[src/rtl/car_alarm_driver.sv]
// Car alarm buzzer/lamp driver: grace delay after Alarm rises, a bounded train
// of buzzer pulses, then self-mute; driver Ack mutes early.
module car_alarm_driver #(
    parameter int GRACE_CYC = 8,
    parameter int ON_CYC    = 4,
    parameter int OFF_CYC   = 4,
    parameter int MAX_BEEPS = 5
) (
    input  logic clk,
    input  logic rst_n,
    input  logic Alarm,
    input  logic Ack,
    output logic Buzzer,
    output logic Lamp,
    output logic Muted
);

    typedef enum logic [2:0] {IDLE, ARM, BEEP_ON, BEEP_OFF, MUTED} state_t;

    localparam logic [7:0] GRACE_LAST = 8'(GRACE_CYC - 1);
    localparam logic [7:0] ON_LAST    = 8'(ON_CYC - 1);
    localparam logic [7:0] OFF_LAST   = 8'(OFF_CYC - 1);
    localparam logic [7:0] BEEP_LAST  = 8'(MAX_BEEPS);

    state_t     state;
    logic [7:0] phase;
    logic [7:0] beeps;

    // {Buzzer, Lamp, Muted} for the state being entered, so outputs stay registered
    function automatic logic [2:0] decode(input state_t s);
        case (s)
            BEEP_ON:  decode = 3'b110;
            BEEP_OFF: decode = 3'b010;
            MUTED:    decode = 3'b011;
            default:  decode = 3'b000;
        endcase
    endfunction

    always_ff @(posedge clk) begin
        if (!rst_n) begin
            state                  <= IDLE;
            phase                  <= 8'd0;
            beeps                  <= 8'd0;
            {Buzzer, Lamp, Muted}  <= 3'b000;
        end else if (!Alarm) begin
            // Losing the alarm beats Ack and any phase-end transition
            state                  <= IDLE;
            phase                  <= 8'd0;
            beeps                  <= 8'd0;
            {Buzzer, Lamp, Muted}  <= decode(IDLE);
        end else begin
            case (state)
                IDLE: begin
                    state                 <= ARM;
                    phase                 <= 8'd0;
                    beeps                 <= 8'd0;
                    {Buzzer, Lamp, Muted} <= decode(ARM);
                end
                ARM: begin
                    if (phase == GRACE_LAST) begin
                        state                 <= BEEP_ON;
                        phase                 <= 8'd0;
                        beeps                 <= 8'd1;
                        {Buzzer, Lamp, Muted} <= decode(BEEP_ON);
                    end else begin
                        phase <= phase + 8'd1;
                    end
                end
                BEEP_ON: begin
                    if (Ack) begin
                        state                 <= MUTED;
                        {Buzzer, Lamp, Muted} <= decode(MUTED);
                    end else if (phase == ON_LAST) begin
                        state                 <= BEEP_OFF;
                        phase                 <= 8'd0;
                        {Buzzer, Lamp, Muted} <= decode(BEEP_OFF);
                    end else begin
                        phase <= phase + 8'd1;
                    end
                end
                BEEP_OFF: begin
                    if (Ack) begin
                        state                 <= MUTED;
                        {Buzzer, Lamp, Muted} <= decode(MUTED);
                    end else if (phase == OFF_LAST) begin
                        phase <= 8'd0;
                        if (beeps == BEEP_LAST) begin
                            state                 <= MUTED;
                            {Buzzer, Lamp, Muted} <= decode(MUTED);
                        end else begin
                            state                 <= BEEP_ON;
                            beeps                 <= beeps + 8'd1;
                            {Buzzer, Lamp, Muted} <= decode(BEEP_ON);
                        end
                    end else begin
                        phase <= phase + 8'd1;
                    end
                end
                MUTED: begin
                    state                 <= MUTED;
                    {Buzzer, Lamp, Muted} <= decode(MUTED);
                end
                default: begin
                    state                 <= IDLE;
                    phase                 <= 8'd0;
                    beeps                 <= 8'd0;
                    {Buzzer, Lamp, Muted} <= decode(IDLE);
                end
            endcase
        end
    end

endmodule

[config.mk]
export PLATFORM = sky130hd
export DESIGN_NAME = car_alarm_driver
export DESIGN_NICKNAME = d
export VERILOG_FILES = /design/src/rtl/car_alarm_driver.sv
export SDC_FILE = /design/constraint.sdc
export NUM_CORES = 1
export LEC_CHECK = 0
export CORE_MARGIN = 2
export CORE_UTILIZATION = 52
export DETAILED_ROUTE_END_ITERATION = 8
export MAX_ROUTING_LAYER = met4
export PLACE_DENSITY_LB_ADDON = 0.3
export SLEW_MARGIN = 25
export SYNTH_ARGS = -nofsm -noshare
export SYNTH_HDL_FRONTEND = slang
export SYNTH_SLANG_ARGS = --single-unit
[constraint.sdc]
create_clock -name clk -period 1.9 [get_ports clk]
set_input_delay 0.57 -clock clk [delete_from_list [all_inputs] [get_ports clk]]
set_output_delay 0.57 -clock clk [all_outputs]
set_load 0.01 [all_outputs]
==> impl_metrics.tcl, run 1 <==
set metrics [dict create \
    outcome "complete, but fails checks" \
    violations "setup timing" \
    nets 187 \
    synth_top_area_cell "dfxtp_1" \
    core_um2 2250 \
    critPathArrivalTime_ns 2.23 \
    vias 1245 \
    cts_made_buffers 3 \
    peakVddDrop_mv 0.478 \
    slew_headroom 0.745 \
    overflow 0 \
    rows 17 \
    gp_congestion 0.863 \
    synth_top_cell_area_share 0.349 \
    first_iter_violations 52 \
    holdPathStages 2 \
    drive_gt1_frac 0.307 \
    hp-class "reg -> reg" \
    setup_viol 5 \
    cap_violations 0 \
    cts.sinks 22 \
    dieWidth_um 53.3 \
    clkTransAtPathRegs_ns 0.13 \
    hold_end "Muted$_SDFFE_PN0P_" \
    syn_avg_cell_area_um2 8.77 \
    start_util 0.560 \
    grt_pass1_wl_mm 5.40 \
    io_buffers 6 \
    fin_worst_skew_ns 0.00862 \
    place_area_um2 1550 \
    route.detailed.drc 0 \
    fin_ws_ns -0.0852 \
    cts_tree "done" \
    ys_types 48 \
    r2r_setup_slack_ns -0.09 \
    clockBufferDepth 2 \
    crit_required_ns 2.14 \
    rr_worst_depth 5 \
    die-area_um2 2840 \
    wl_mm 3.19 \
    ios 7 \
    crit_path_start_kind "flip-flop" \
    yosys_warnings 0 \
    antenna_found_initial 0 \
    clk_latency_ns 0.31 \
    hold_viol 0 \
    cp_max_fo 5 \
    fmax_mhz 504 \
    synthFlopType "dfxtp_1" \
    holdCritStartpoint "Muted$_SDFFE_PN0P_" \
    drv_slew 0 \
    dp_hpwl_mm 2.41 \
    grt_pass1_vias 1156 \
    syn-cell-area_um2 1260 \
    synth_seq_area_share 0.349 \
    synth_simple_gate_area_frac 0.291 \
    routedWlPerCell_um 15.4 \
    async_flop_share 0 \
    synth-compound-area-share 0.235 \
    muxShareOfSynthArea 0.0238 \
    fillers 177 \
    syn_nets 151 \
    hold_buffers 0 \
    timing.rr.end "beeps[4]$_SDFFE_PN0P_" \
    die_height_um 53.3 \
    finalPower_w 0.000852 \
    final_area_um2 1620 \
    synth_edf_count 0 \
    cellLeakagePower_nw 0.596 \
    firstDrtPassIters 6 \
    rsz0062_at_grt "true" \
    powerDensity_nw_per_um2 524 \
    synth_fa_ha_area_frac 0.0297 \
    cp-end-kind "flip-flop" \
    via_per_inst 6.01 \
    synthTopCellsByArea "dfxtp_1, nand2_1, nor2_1" \
    grt_usage 0.272 \
    grt_max_degree 13 \
    fin_crit_sh 1.04 \
    cts_root_buffer "clkbuf_4" \
    synth_xor_area_frac 0.0416 \
    htree_levels 1 \
    timing.rr.start "phase[4]$_SDFFE_PN0P_" \
    fin_crit_ns 1.99 \
    synth_top_family_by_area "simple AND/OR/NAND/NOR gates" \
    syn_inst 144 \
    crit_type "reg -> reg" \
    ys_ff_latch 22 \
    ant_nets 0 \
    diodes 0 \
    areaGrowthSynthToFinish_pct 28.6 \
    tightestPinTransition_ns 0.381 \
]
-- where the power goes --
group / internal [W] / total [W] / switching (W)
Clock: 0.000117 / 0.000262 / 0.000145
Sequential: 0.000467 / 0.000473 / 0.00000646
Combinational: 0.0000592 / 0.000116 / 0.0000567
Total: 0.000643 / 0.000852 / 0.000208
-- registers in the layout (all words and copies together) (netlist names) --
name / count
beeps: 8
phase: 8
state: 3
Buzzer: 1
Lamp: 1
Muted: 1
-- through the flow --
step                      cells  hold slack, ns  TNS [ns]  setup slack, ns  utilization
after floorplan             144           0.476         0           0.0107            -
after detailed placement    200           0.449     -1.97           -0.153        0.685
after global placement      200           0.439     -1.47           -0.126        0.685
after global routing        207           0.489    -0.715           -0.119        0.720
after CTS                   205           0.466    -0.191          -0.0622        0.707
final                       207           0.466    -0.229          -0.0852        0.720
-- placed cells by master (no fill, tap or decap), drive strengths merged, types with 2 or more instances in the layout --
cell type      count
and3               2
and2               2
nand4              6
o21a               2
mux2i              3
clkbuf             4
nor3b              3
a21oi              8
xor2               5
nor2              16
nor2b              2
nand3              3
dfxtp             22
inv                4
clkdlybuf4s50      6
nand2             17
ha                 3
o211ai             4
o31ai              5
or3b               2
o21ai              7
o221a              4
a211oi             2
buf               29
-- synth_stat cells, drive strengths merged, types with 2 or more instances --
cell type,number
a211oi,2
inv,4
a21oi,8
dfxtp,22
nand2,17
o21a,2
nor2b,2
buf,2
ha,3
nor3b,3
nand3,3
or3b,2
o221a,4
o31ai,5
xor2,5
clkbuf,2
mux2i,3
and3,2
and2,2
nor2,16
nand4,6
o211ai,4
o21ai,7
-- worst max-delay path, stage by stage (launching register included) --
cell and delay [ns]:
dfxtp_2 0.34, or4_4 0.59, nor2_4 0.14, nand3_4 0.08, or4b_4 0.53, o31ai_2 0.24
-- cell type report --
| class | count | area [um2] | share of cell area |
|---|---|---|---|
| Multi-Input combinational cell | 114 | 806 | 0.496 |
| Sequential cell | 22 | 442 | 0.272 |
| Timing Repair Buffer | 35 | 290 | 0.179 |
| Clock buffer | 4 | 36.3 | 0.0223 |
| Tap cell | 28 | 35.0 | 0.0216 |
| Inverter | 4 | 15.0 | 0.00924 |
-- per-layer routing --
metal  GRT usage  vias to the layer above  wire (um)
met1       0.328                      596       1370
li1            -                      606          -
met5           -                        -          0
met2       0.463                       34       1650
met3      0.0537                        9        130
met4      0.0641                        0         49
-- kinds of logic after synthesis --
group,after synthesis
adders and majority gates,3
and+or+nand+nor,64
xor gates and xnor gates,6
DFF,22
AOI/OAI and AO/OA,38
buffers and inverters,8
muxes,3
-- worst max-delay path by stage --
stage | from | cells after the start | endpoint
floorplan | phase[0]$_SDFFE_PN0P_ | 6 | beeps[4]$_SDFFE_PN0P_
global placement | Ack | 7 | beeps[4]$_SDFFE_PN0P_
detailed placement | Ack | 7 | phase[4]$_SDFFE_PN0P_
CTS | phase[4]$_SDFFE_PN0P_ | 5 | beeps[4]$_SDFFE_PN0P_
global route | phase[4]$_SDFFE_PN0P_ | 5 | beeps[4]$_SDFFE_PN0P_
finish | phase[4]$_SDFFE_PN0P_ | 5 | beeps[4]$_SDFFE_PN0P_
-- repair_timing --
action | 4_1_cts | 5_1_grt
endpoints found under the setup margin | 5 | 16
setup buffers | 1 | 2
pin swaps | 1 | 1
resized for setup | 1 | 4
Note: power is estimated with default switching activity, not from simulation.
==> run 2: changes to the inputs <==
--- a/config.mk
+++ b/config.mk
@@ -9,8 +9,7 @@
 export CORE_UTILIZATION = 52
 export DETAILED_ROUTE_END_ITERATION = 8
 export MAX_ROUTING_LAYER = met4
-export PLACE_DENSITY_LB_ADDON = 0.3
-export SLEW_MARGIN = 25
+export PLACE_DENSITY = 0.74
 export SYNTH_ARGS = -nofsm -noshare
 export SYNTH_HDL_FRONTEND = slang
 export SYNTH_SLANG_ARGS = --single-unit
==> run 2 against run 1 <==
Net effect: the flow still finishes with violations (setup timing); clock power decreased by 17%; critical endpoint unchanged; highest routed layer unchanged; routed wire length decreased by 7.9%; global-route usage decreased by 3.2 points; core utilization decreased by 0.78 points; sequential cell count unchanged; die area unchanged; via count decreased by 4.0%.
==> impl_metrics.tcl, run 2 (synthesized netlist as in run 1, its figures left out) <==
set metrics [dict create \
    tightestPinTransition_ns 0.386 \
    fin_crit_sh 1.03 \
    ant_nets 0 \
    finalPower_w 0.000799 \
    critPathArrivalTime_ns 2.21 \
    gp_congestion 0.845 \
    grt_pass1_vias 1099 \
    cts_root_buffer "clkbuf_4" \
    final_area_um2 1610 \
    firstDrtPassIters 4 \
    cap_violations 0 \
    ios 7 \
    crit_type "reg -> reg" \
    clockBufferDepth 2 \
    clkTransAtPathRegs_ns 0.12 \
    overflow 0 \
    cts.sinks 22 \
    violations "setup timing" \
    io_buffers 6 \
    timing.rr.start "phase[5]$_SDFFE_PN0P_" \
    cts_made_buffers 3 \
    rows 17 \
    slowest_stage "or4_4" \
    via_per_inst 5.83 \
    cp_max_fo 5 \
    grt_pass1_wl_mm 4.87 \
    cellLeakagePower_nw 0.581 \
    path_cells "or4_4 > nor2_4 > nand3_4 > or4b_4 > o31ai_2" \
    dieWidth_um 53.3 \
    holdCritStartpoint "Lamp$_SDFFE_PN0P_" \
    seq_area_um2 442 \
    drv_slew 0 \
    layout_commonest_cell "buf_4" \
    hold_end "Lamp$_SDFFE_PN0P_" \
    final_cells 205 \
    die_height_um 53.3 \
    fin_worst_skew_ns 0.00606 \
    routedWlPerCell_um 14.3 \
    first_iter_violations 36 \
    dp_hpwl_mm 2.15 \
    wl_mm 2.94 \
    route.detailed.drc 0 \
    r2r_setup_slack_ns -0.06 \
    crit_required_ns 2.15 \
    peakVddDrop_mv 0.320 \
    start_util 0.560 \
    areaGrowthSynthToFinish_pct 27.3 \
    grt_max_degree 12 \
    multiInputGateArea_um2 822 \
    fmax_mhz 510 \
    drive_gt1_frac 0.311 \
    rsz0062_at_grt "true" \
    antenna_found_initial 0 \
    slew_headroom 0.742 \
    cp-end-kind "flip-flop" \
    rr_worst_depth 5 \
    fin_ws_ns -0.0612 \
    final_cell_mix "buf_4, dfxtp_1, nand2_1" \
    slowest_delay_ns 0.59 \
    clk_latency_ns 0.32 \
    grt_usage 0.240 \
    setup_viol 3 \
    timing.rr.end "beeps[4]$_SDFFE_PN0P_" \
    place_area_um2 1540 \
    htree_levels 1 \
    die-area_um2 2840 \
    largestRegisters "beeps (8), phase (8), state (3)" \
    fillers 187 \
    powerDensity_nw_per_um2 497 \
    hp-class "reg -> reg" \
    core_um2 2250 \
    crit_path_start_kind "flip-flop" \
    dp.cells 201 \
    nets 186 \
    fin_crit_ns 1.96 \
    outcome "complete, but fails checks" \
    hold_buffers 0 \
    cts_tree "done" \
    holdPathStages 2 \
    hold_viol 0 \
    diodes 0 \
    vias 1195 \
]
run 2: timing repair:
action / 4_1_cts / 5_1_grt
pin swaps: 1 / 2
buffers inserted: 1 / 0
endpoints found under the setup margin: 5 / 13
gates resized for setup: 2 / 7
endpoints found under the hold margin: 0 / 0
run 2: per-stage QoR:
step	hold WS, ns	setup WS (ns)	util	setup TNS (ns)
finish	0.458	-0.0612	0.713	-0.138
global route	0.478	-0.108	0.713	-0.319
CTS	0.460	-0.0495	0.701	-0.134
detailed placement	0.444	-0.162	0.683	-2.00
global placement	0.438	-0.136	0.683	-1.58
floorplan	0.476	0.0107	-	0
run 2: worst max path at each step:
stage                     startpoint                     to  slack, ns
6_report       phase[5]$_SDFFE_PN0P_  beeps[4]$_SDFFE_PN0P_      -0.06
5_1_grt        phase[5]$_SDFFE_PN0P_  beeps[4]$_SDFFE_PN0P_      -0.11
4_1_cts        phase[4]$_SDFFE_PN0P_  beeps[4]$_SDFFE_PN0P_      -0.05
3_5_place_dp                     Ack  beeps[4]$_SDFFE_PN0P_      -0.16
3_3_place_gp                     Ack  beeps[4]$_SDFFE_PN0P_      -0.14
2_1_floorplan  phase[0]$_SDFFE_PN0P_  beeps[4]$_SDFFE_PN0P_       0.01
run 2: area by class of cell:
type,count,area share
multi-input cells,114,0.512
flip-flops and latches,22,0.275
repair buffers,34,0.168
well taps,28,0.0218
clock buffers,3,0.0140
inverters,4,0.00935
run 2: report_power, final:
| group | leakage [nW] | switching (W) | internal [W] |
|---|---|---|---|
| clock network | 0.0138 | 0.000144 | 0.0000743 |
| logic | 0.389 | 0.0000523 | 0.0000546 |
| registers | 0.178 | 0.00000704 | 0.000467 |
| total | 0.581 | 0.000203 | 0.000596 |
run 2: per-layer routing:
layer / global-route usage / routed length, um / vias to the layer above
met2: 0.401 / 1490 / 30
li1: - / - / 598
met3: 0.0339 / 123 / 5
met4: 0.0641 / 37 / 0
met1: 0.302 / 1290 / 562
met5: - / 0 / -
run 2: worst max-delay path, delay by kind of cell, from the launching register on:
family          cells  cell delay, ns
simple gates        4            1.34
compound gates      1            0.22
flops               1            0.34
